## config.mk

```make
export PLATFORM = sky130hd
export DESIGN_NAME = dmi_bus_bridge
export DESIGN_NICKNAME = d
export VERILOG_FILES = /design/src/rtl/jtag_pkg.sv /design/src/rtl/dmi_bus_bridge.sv
export SDC_FILE = /design/constraint.sdc
export NUM_CORES = 1
export LEC_CHECK = 0
export ABC_AREA = 1
export CELL_PAD_IN_SITES_DETAIL_PLACEMENT = 0
export CELL_PAD_IN_SITES_GLOBAL_PLACEMENT = 1
export CORE_MARGIN = 2
export CORE_UTILIZATION = 45
export CTS_CLUSTER_DIAMETER = 60
export DETAILED_ROUTE_END_ITERATION = 8
export DONT_BUFFER_PORTS = 1
export HOLD_SLACK_MARGIN = 0.06
export MAX_ROUTING_LAYER = met4
export PLACE_DENSITY_LB_ADDON = 0.1
export SLEW_MARGIN = 5
export SYNTH_ARGS = -nofsm -noshare
export SYNTH_HDL_FRONTEND = slang
export SYNTH_SLANG_ARGS = --single-unit
```

## constraint.sdc

```tcl
create_clock -name jtag_tck_i -period 5.1 [get_ports jtag_tck_i]
set_input_delay 0.51 -clock jtag_tck_i [delete_from_list [all_inputs] [get_ports jtag_tck_i]]
set_output_delay 0.51 -clock jtag_tck_i [all_outputs]
set_load 0.05 [all_outputs]
```

## src/rtl/jtag_pkg.sv

```systemverilog
// jtag_pkg: shared DMI types and widths for the DTM-side debug bridge
package jtag_pkg;
  localparam int unsigned DMI_DATA_W = 32;
  typedef enum logic [1:0] {
    DMI_OP_SUCCESS = 2'd0,
    DMI_OP_FAILED  = 2'd2,
    DMI_OP_BUSY    = 2'd3
  } dmi_op_e;
  typedef enum logic [1:0] {IDLE, REQ, WAIT, RESP} dmi_state_e;
endpackage

```

## src/rtl/dmi_bus_bridge.sv

```systemverilog
// dmi_bus_bridge: turns one DTM DMI request into one req/gnt/rvalid bus access with sticky status
module dmi_bus_bridge
  import jtag_pkg::*;
#(
  parameter int unsigned ABITS     = 7,
  parameter int unsigned TIMEOUT   = 64,
  parameter int unsigned RESP_HOLD = 5
) (
  input  logic                  jtag_tck_i,
  input  logic                  jtag_trstn_i,
  input  logic                  dmi_req_i,
  input  logic                  dmi_we_i,
  input  logic [31:0]           dmi_addr_i,
  input  logic [DMI_DATA_W-1:0] dmi_wdata_i,
  output logic                  dmi_ack_o,
  output logic [1:0]            dmi_op_o,
  output logic [DMI_DATA_W-1:0] dmi_rdata_o,
  output logic                  dmi_rdata_valid_o,
  input  logic                  dtmcs_dmireset_i,
  input  logic                  dtmcs_dmihardreset_i,
  output logic [1:0]            dtmcs_dmistat_o,
  output logic                  bus_req_o,
  output logic                  bus_we_o,
  output logic [ABITS-1:0]      bus_addr_o,
  output logic [DMI_DATA_W-1:0] bus_wdata_o,
  input  logic                  bus_gnt_i,
  input  logic                  bus_rvalid_i,
  input  logic [DMI_DATA_W-1:0] bus_rdata_i,
  input  logic                  bus_err_i
);
  localparam int unsigned CW = $clog2(TIMEOUT + 1);
  localparam int unsigned HW = $clog2(RESP_HOLD + 1);

  dmi_state_e            state_q, state_d;
  dmi_op_e               sticky_q, sticky_d, op_q, op_d;
  logic                  req_q, start;
  logic                  bus_req_q, bus_req_d, bus_we_q, bus_we_d;
  logic [ABITS-1:0]      bus_addr_q, bus_addr_d;
  logic [DMI_DATA_W-1:0] bus_wdata_q, bus_wdata_d, rdata_q, rdata_d;
  logic                  ack_q, ack_d, rvalid_q, rvalid_d;
  logic [CW-1:0]         cnt_q, cnt_d;
  logic [HW-1:0]         hold_q, hold_d;

  assign dmi_ack_o         = ack_q;
  assign dmi_op_o          = op_q;
  assign dmi_rdata_o       = rdata_q;
  assign dmi_rdata_valid_o = rvalid_q;
  assign dtmcs_dmistat_o   = sticky_q;
  assign bus_req_o         = bus_req_q;
  assign bus_we_o          = bus_we_q;
  assign bus_addr_o        = bus_addr_q;
  assign bus_wdata_o       = bus_wdata_q;

  // next-state: access sequencing, response window, sticky status and abort
  always_comb begin
    start       = dmi_req_i & ~req_q;
    state_d     = state_q;
    sticky_d    = sticky_q;
    op_d        = op_q;
    bus_req_d   = bus_req_q;
    bus_we_d    = bus_we_q;
    bus_addr_d  = bus_addr_q;
    bus_wdata_d = bus_wdata_q;
    rdata_d     = rdata_q;
    ack_d       = ack_q;
    rvalid_d    = rvalid_q;
    cnt_d       = cnt_q;
    hold_d      = hold_q;
    case (state_q)
      IDLE: if (start) begin
        if (sticky_q != DMI_OP_SUCCESS || |dmi_addr_i[31:ABITS]) begin
          state_d = RESP;
          ack_d   = 1'b1;
          hold_d  = HW'(RESP_HOLD - 1);
          op_d    = (sticky_q != DMI_OP_SUCCESS) ? sticky_q : DMI_OP_FAILED;
          sticky_d = op_d;
        end else begin
          state_d     = REQ;
          bus_req_d   = 1'b1;
          bus_we_d    = dmi_we_i;
          bus_addr_d  = dmi_addr_i[ABITS-1:0];
          bus_wdata_d = dmi_wdata_i;
          cnt_d       = '0;
        end
      end
      REQ, WAIT: begin
        if (bus_rvalid_i && (state_q == WAIT || bus_gnt_i)) begin
          state_d   = RESP;
          bus_req_d = 1'b0;
          ack_d     = 1'b1;
          hold_d    = HW'(RESP_HOLD - 1);
          op_d      = bus_err_i ? DMI_OP_FAILED : DMI_OP_SUCCESS;
          sticky_d  = bus_err_i ? DMI_OP_FAILED : sticky_q;
          rvalid_d  = ~bus_we_q & ~bus_err_i;
          rdata_d   = rvalid_d ? bus_rdata_i : '0;
        end else if (cnt_q == CW'(TIMEOUT - 1)) begin
          state_d   = RESP;
          bus_req_d = 1'b0;
          ack_d     = 1'b1;
          hold_d    = HW'(RESP_HOLD - 1);
          op_d      = DMI_OP_FAILED;
          sticky_d  = DMI_OP_FAILED;
        end else begin
          cnt_d = cnt_q + CW'(1);
          if (state_q == REQ && bus_gnt_i) begin
            state_d   = WAIT;
            bus_req_d = 1'b0;
          end
        end
      end
      RESP: if (hold_q == '0) begin
        state_d  = IDLE;
        ack_d    = 1'b0;
        op_d     = DMI_OP_SUCCESS;
        rdata_d  = '0;
        rvalid_d = 1'b0;
      end else begin
        hold_d = hold_q - HW'(1);
      end
      default: state_d = IDLE;
    endcase
    if (start && state_q != IDLE && sticky_d != DMI_OP_FAILED) sticky_d = DMI_OP_BUSY;
    if (dtmcs_dmireset_i) sticky_d = DMI_OP_SUCCESS;
    if (dtmcs_dmihardreset_i) begin
      state_d   = IDLE;
      sticky_d  = DMI_OP_SUCCESS;
      op_d      = DMI_OP_SUCCESS;
      bus_req_d = 1'b0;
      ack_d     = 1'b0;
      rdata_d   = '0;
      rvalid_d  = 1'b0;
      cnt_d     = '0;
      hold_d    = '0;
    end
  end

  // state and registered outputs
  always_ff @(posedge jtag_tck_i or negedge jtag_trstn_i) begin
    if (!jtag_trstn_i) begin
      state_q     <= IDLE;
      sticky_q    <= DMI_OP_SUCCESS;
      op_q        <= DMI_OP_SUCCESS;
      req_q       <= 1'b0;
      bus_req_q   <= 1'b0;
      bus_we_q    <= 1'b0;
      bus_addr_q  <= '0;
      bus_wdata_q <= '0;
      rdata_q     <= '0;
      ack_q       <= 1'b0;
      rvalid_q    <= 1'b0;
      cnt_q       <= '0;
      hold_q      <= '0;
    end else begin
      state_q     <= state_d;
      sticky_q    <= sticky_d;
      op_q        <= op_d;
      req_q       <= dmi_req_i;
      bus_req_q   <= bus_req_d;
      bus_we_q    <= bus_we_d;
      bus_addr_q  <= bus_addr_d;
      bus_wdata_q <= bus_wdata_d;
      rdata_q     <= rdata_d;
      ack_q       <= ack_d;
      rvalid_q    <= rvalid_d;
      cnt_q       <= cnt_d;
      hold_q      <= hold_d;
    end
  end
endmodule

```

==> flow_metrics.py <==
metrics = {
    "logic_synthesis": {
        "synth_edf_count": 0,
        "synth_cell_types": 27,
        "synth_top_area_cell": "dfrtp_1",
        "yosys_warnings": 0,
        "synth_flop_cell": "dfrtp_1",
        "synth_nets": 649,
        "synthArstFlopShare_pct": 100,
        "yosysSeqAreaShare_pct": 53.2,
        "syn_area_um2": 4330,
        "syn_avg_cell_area_um2": 8.06,
        "synth_top_area_share_pct": 53.2,
        "synth_seq_cells": 92,
        "synth_area_leaders": "dfrtp_1 (53%), o21ai_0 (10%), inv_1 (10%)",
        "synthCells": 537,
    },
    "grt": {
        "antenna_found_initial": 0,
        "grt_overflow": 0,
        "grt_pass1_vias": 3056,
        "grt_use_total_pct": 18.8,
        "grt_max_degree": 93,
        "grt_pass1_wl_mm": 14.8,
    },
    "clocking": {
        "clock_path_buffers": 2,
        "cts_root_buf": "clkbuf_8",
        "cts_resized": 0,
        "htree_num_levels": 3,
        "clock-sinks": 92,
        "cts_tree": "built",
        "clk_latency_ns": 0.36,
        "cts_buffers": 9,
        "cts_setup_buffers": 0,
        "clk_pin_slew_ns": 0.09,
    },
    "setup_path": {
        "end_kind": "register",
        "worstSetupStartpointType": "register",
        "worstPathRequired_ns": 5.37,
        "arrival_ns": 2.55,
        "setup.worst_path.class": "reg2reg",
        "cp_max_fo": 66,
    },
    "placement": {
        "place_area_um2": 4430,
        "gp_congestion": 0.864,
        "dp_cells": 650,
        "hpwl_mm": 6.83,
        "io_buffer_count": 0,
    },
    "routing": {
        "wirelength_mm": 9.61,
        "dr.pass1.iters": 4,
        "drtAntennaViolNets": 0,
        "drc": 0,
        "avgViaCountPerCell": 4.86,
        "vias": 3242,
        "wl_per_cell_um": 14.4,
        "drtIter0Drc": 167,
    },
    "die": {
        "placementRows": 35,
        "coreArea_um2": 9280,
        "fp.dieArea_um2": 10400,
        "die_h_um": 102,
        "boundaryPins": 184,
        "die_w_um": 102,
        "initial_core_util_pct": 46.6,
    },
    "timing": {
        "slew_headroom_pct": 58.3,
        "finalSetupTns_ns": 0,
        "setup_viol": 0,
        "finalClockSkew_ns": 0.0113,
        "fmax_mhz": 438,
        "rsz0062_at_grt": "false",
        "hold_viol_final": 0,
        "drv_slew": 0,
        "post-route-period-util_pct": 44.7,
        "finalCriticalPeriod_ns": 2.28,
        "hold_ws_ns": 0.0411,
        "tightest_slew_ns": 0.626,
    },
    "finish": {
        "drive_gt1_share_pct": 5.02,
        "final_nets": 645,
        "syn_to_final_growth_pct": 7.25,
        "antenna_cells": 0,
        "final_area_um2": 4640,
        "stdcell_count": 667,
    },
    "job": {
        "drv_cap": 0,
    },
    "power": {
        "leakagePower_nw": 2.31,
        "peakVddDrop_mv": 0.229,
        "p_per_area_nw_per_um2": 485,
        "finalPower_mw": 2.25,
    },
    "min_path": {
        "hold_class": "in2async",
    },
    "outcome": {
        "status": "finished clean",
    },
}
==> metal layers <==
metal	up-vias	share of wire (%)	global-route usage (%)	wire, µm
met5	-	0	-	0
met4	0	1.7	7.28	165
met3	19	9.0	6.29	869
met2	123	44	26.4	4180
met1	1447	46	25.2	4390
li1	1653	-	-	-
==> cells in the mapped netlist, types with 3 or more instances <==
library cell,number
nor3_1,6
o21ai_0,87
nand2_1,104
o21ai_1,5
a21oi_1,4
dfrtp_1,92
nor2_1,31
ha_1,7
buf_2,4
xor2_1,3
clkbuf_1,10
nand3_1,51
inv_1,115
==> path summary, 6_finish.rpt <==
path / start / end / slack (ns) / cells past startpoint
setup / recovery: state_q[1] / dmi_rdata_o[21] / 2.82 / 8
min in group jtag_tck_i: dmi_req_i / req_q / 0.17 / 0
setup reg to reg: state_q[1] / dmi_rdata_o[21] / 2.82 / 8
hold / removal: jtag_trstn_i / bus_req_o / 0.04 / 1
max in group asynchronous: jtag_trstn_i / state_q[0] / 4.66 / 1
hold reg to reg: hold_q[1] / hold_q[1] / 0.50 / 2
==> worst max-delay path, cell delays in order, from the launching register on <==
cell and delay [ns]:
dfrtp_1 0.42, inv_1 0.08, ha_1 0.35, inv_1 0.23, nor2_4 0.10, a221oi_4 0.24
buf_4 0.50, nand3_1 0.13, o21ai_0 0.11
==> cells in the final DEF, fill, tap and decap left out <==
master        n
o21ai_1       5
nor2_4        1
clkbuf_8      9
a21oi_1       4
clkinv_8      1
nand3_2       1
o21ai_0      87
xor2_1        3
nor3_1        5
nand4_1       1
nand3_1      50
o211ai_1      1
clkinv_2      2
inv_1       115
a21boi_0      1
or2_2         1
a221oi_4      1
dfrtp_1      92
nor3_2        1
o21ai_2       2
a32oi_1       1
clkinv_1      1
nor3b_1       2
clkinvlp_4    1
ha_1          7
buf_16        1
inv_6         3
nand2_1     104
buf_4         3
nor2_1       31
o311ai_0      1
==> report_power, final <==
part / total (mW) / internal [mW] / leakage [nW] / switching (mW)
combinational: 0.518 / 0.152 / 0.956 / 0.366
sequential: 1.27 / 0.837 / 1.26 / 0.431
clock: 0.467 / 0.185 / 0.0932 / 0.282
==> layout make-up <==
cell class | instances | area (µm²)
Clock buffer | 9 | 124
Clock inverter | 7 | 60.1
Fill cell | 932 | 4640
Inverter | 116 | 435
Multi-Input combinational cell | 310 | 1510
Sequential cell | 92 | 2300
Tap cell | 129 | 161
Timing Repair Buffer | 4 | 50.0
==> what timing repair did <==
action                                  4_1_cts  5_1_grt
endpoints found under the setup margin        0        0
hold buffers                                  1        0
hold endpoints to repair                     92        0
==> flip-flops by register name (all words and copies together) (netlist names) <==
register and flops:
bus_wdata_o 32, dmi_rdata_o 32, bus_addr_o 7, cnt_q 7, hold_q 3, dmi_op_o 2
dtmcs_dmistat_o 2, state_q 2, bus_req_o 1, bus_we_o 1, dmi_ack_o 1, dmi_rdata_valid_o 1
req_q 1
==> logic make-up after synthesis <==
logic type | Yosys count | share of synthesized area [%]
AO/OA/AOI/OAI | 103 | 12.6
XOR/XNOR | 3 | 0.607
adder cells (fa/ha/maj) | 7 | 2.02
buffers and inverters | 135 | 12.4
flip-flops | 92 | 53.2
AND/OR/NAND/NOR | 197 | 19.2
==> through the flow <==
step	setup slack, ns	util, %
CTS	2.82	50.0
global placement	2.94	47.7
detailed placement	2.84	47.7
floorplan	3.25	-
finish	2.82	50.0
global route	2.62	50.0
No activity file was read; power rests on OpenSTA's default activity.
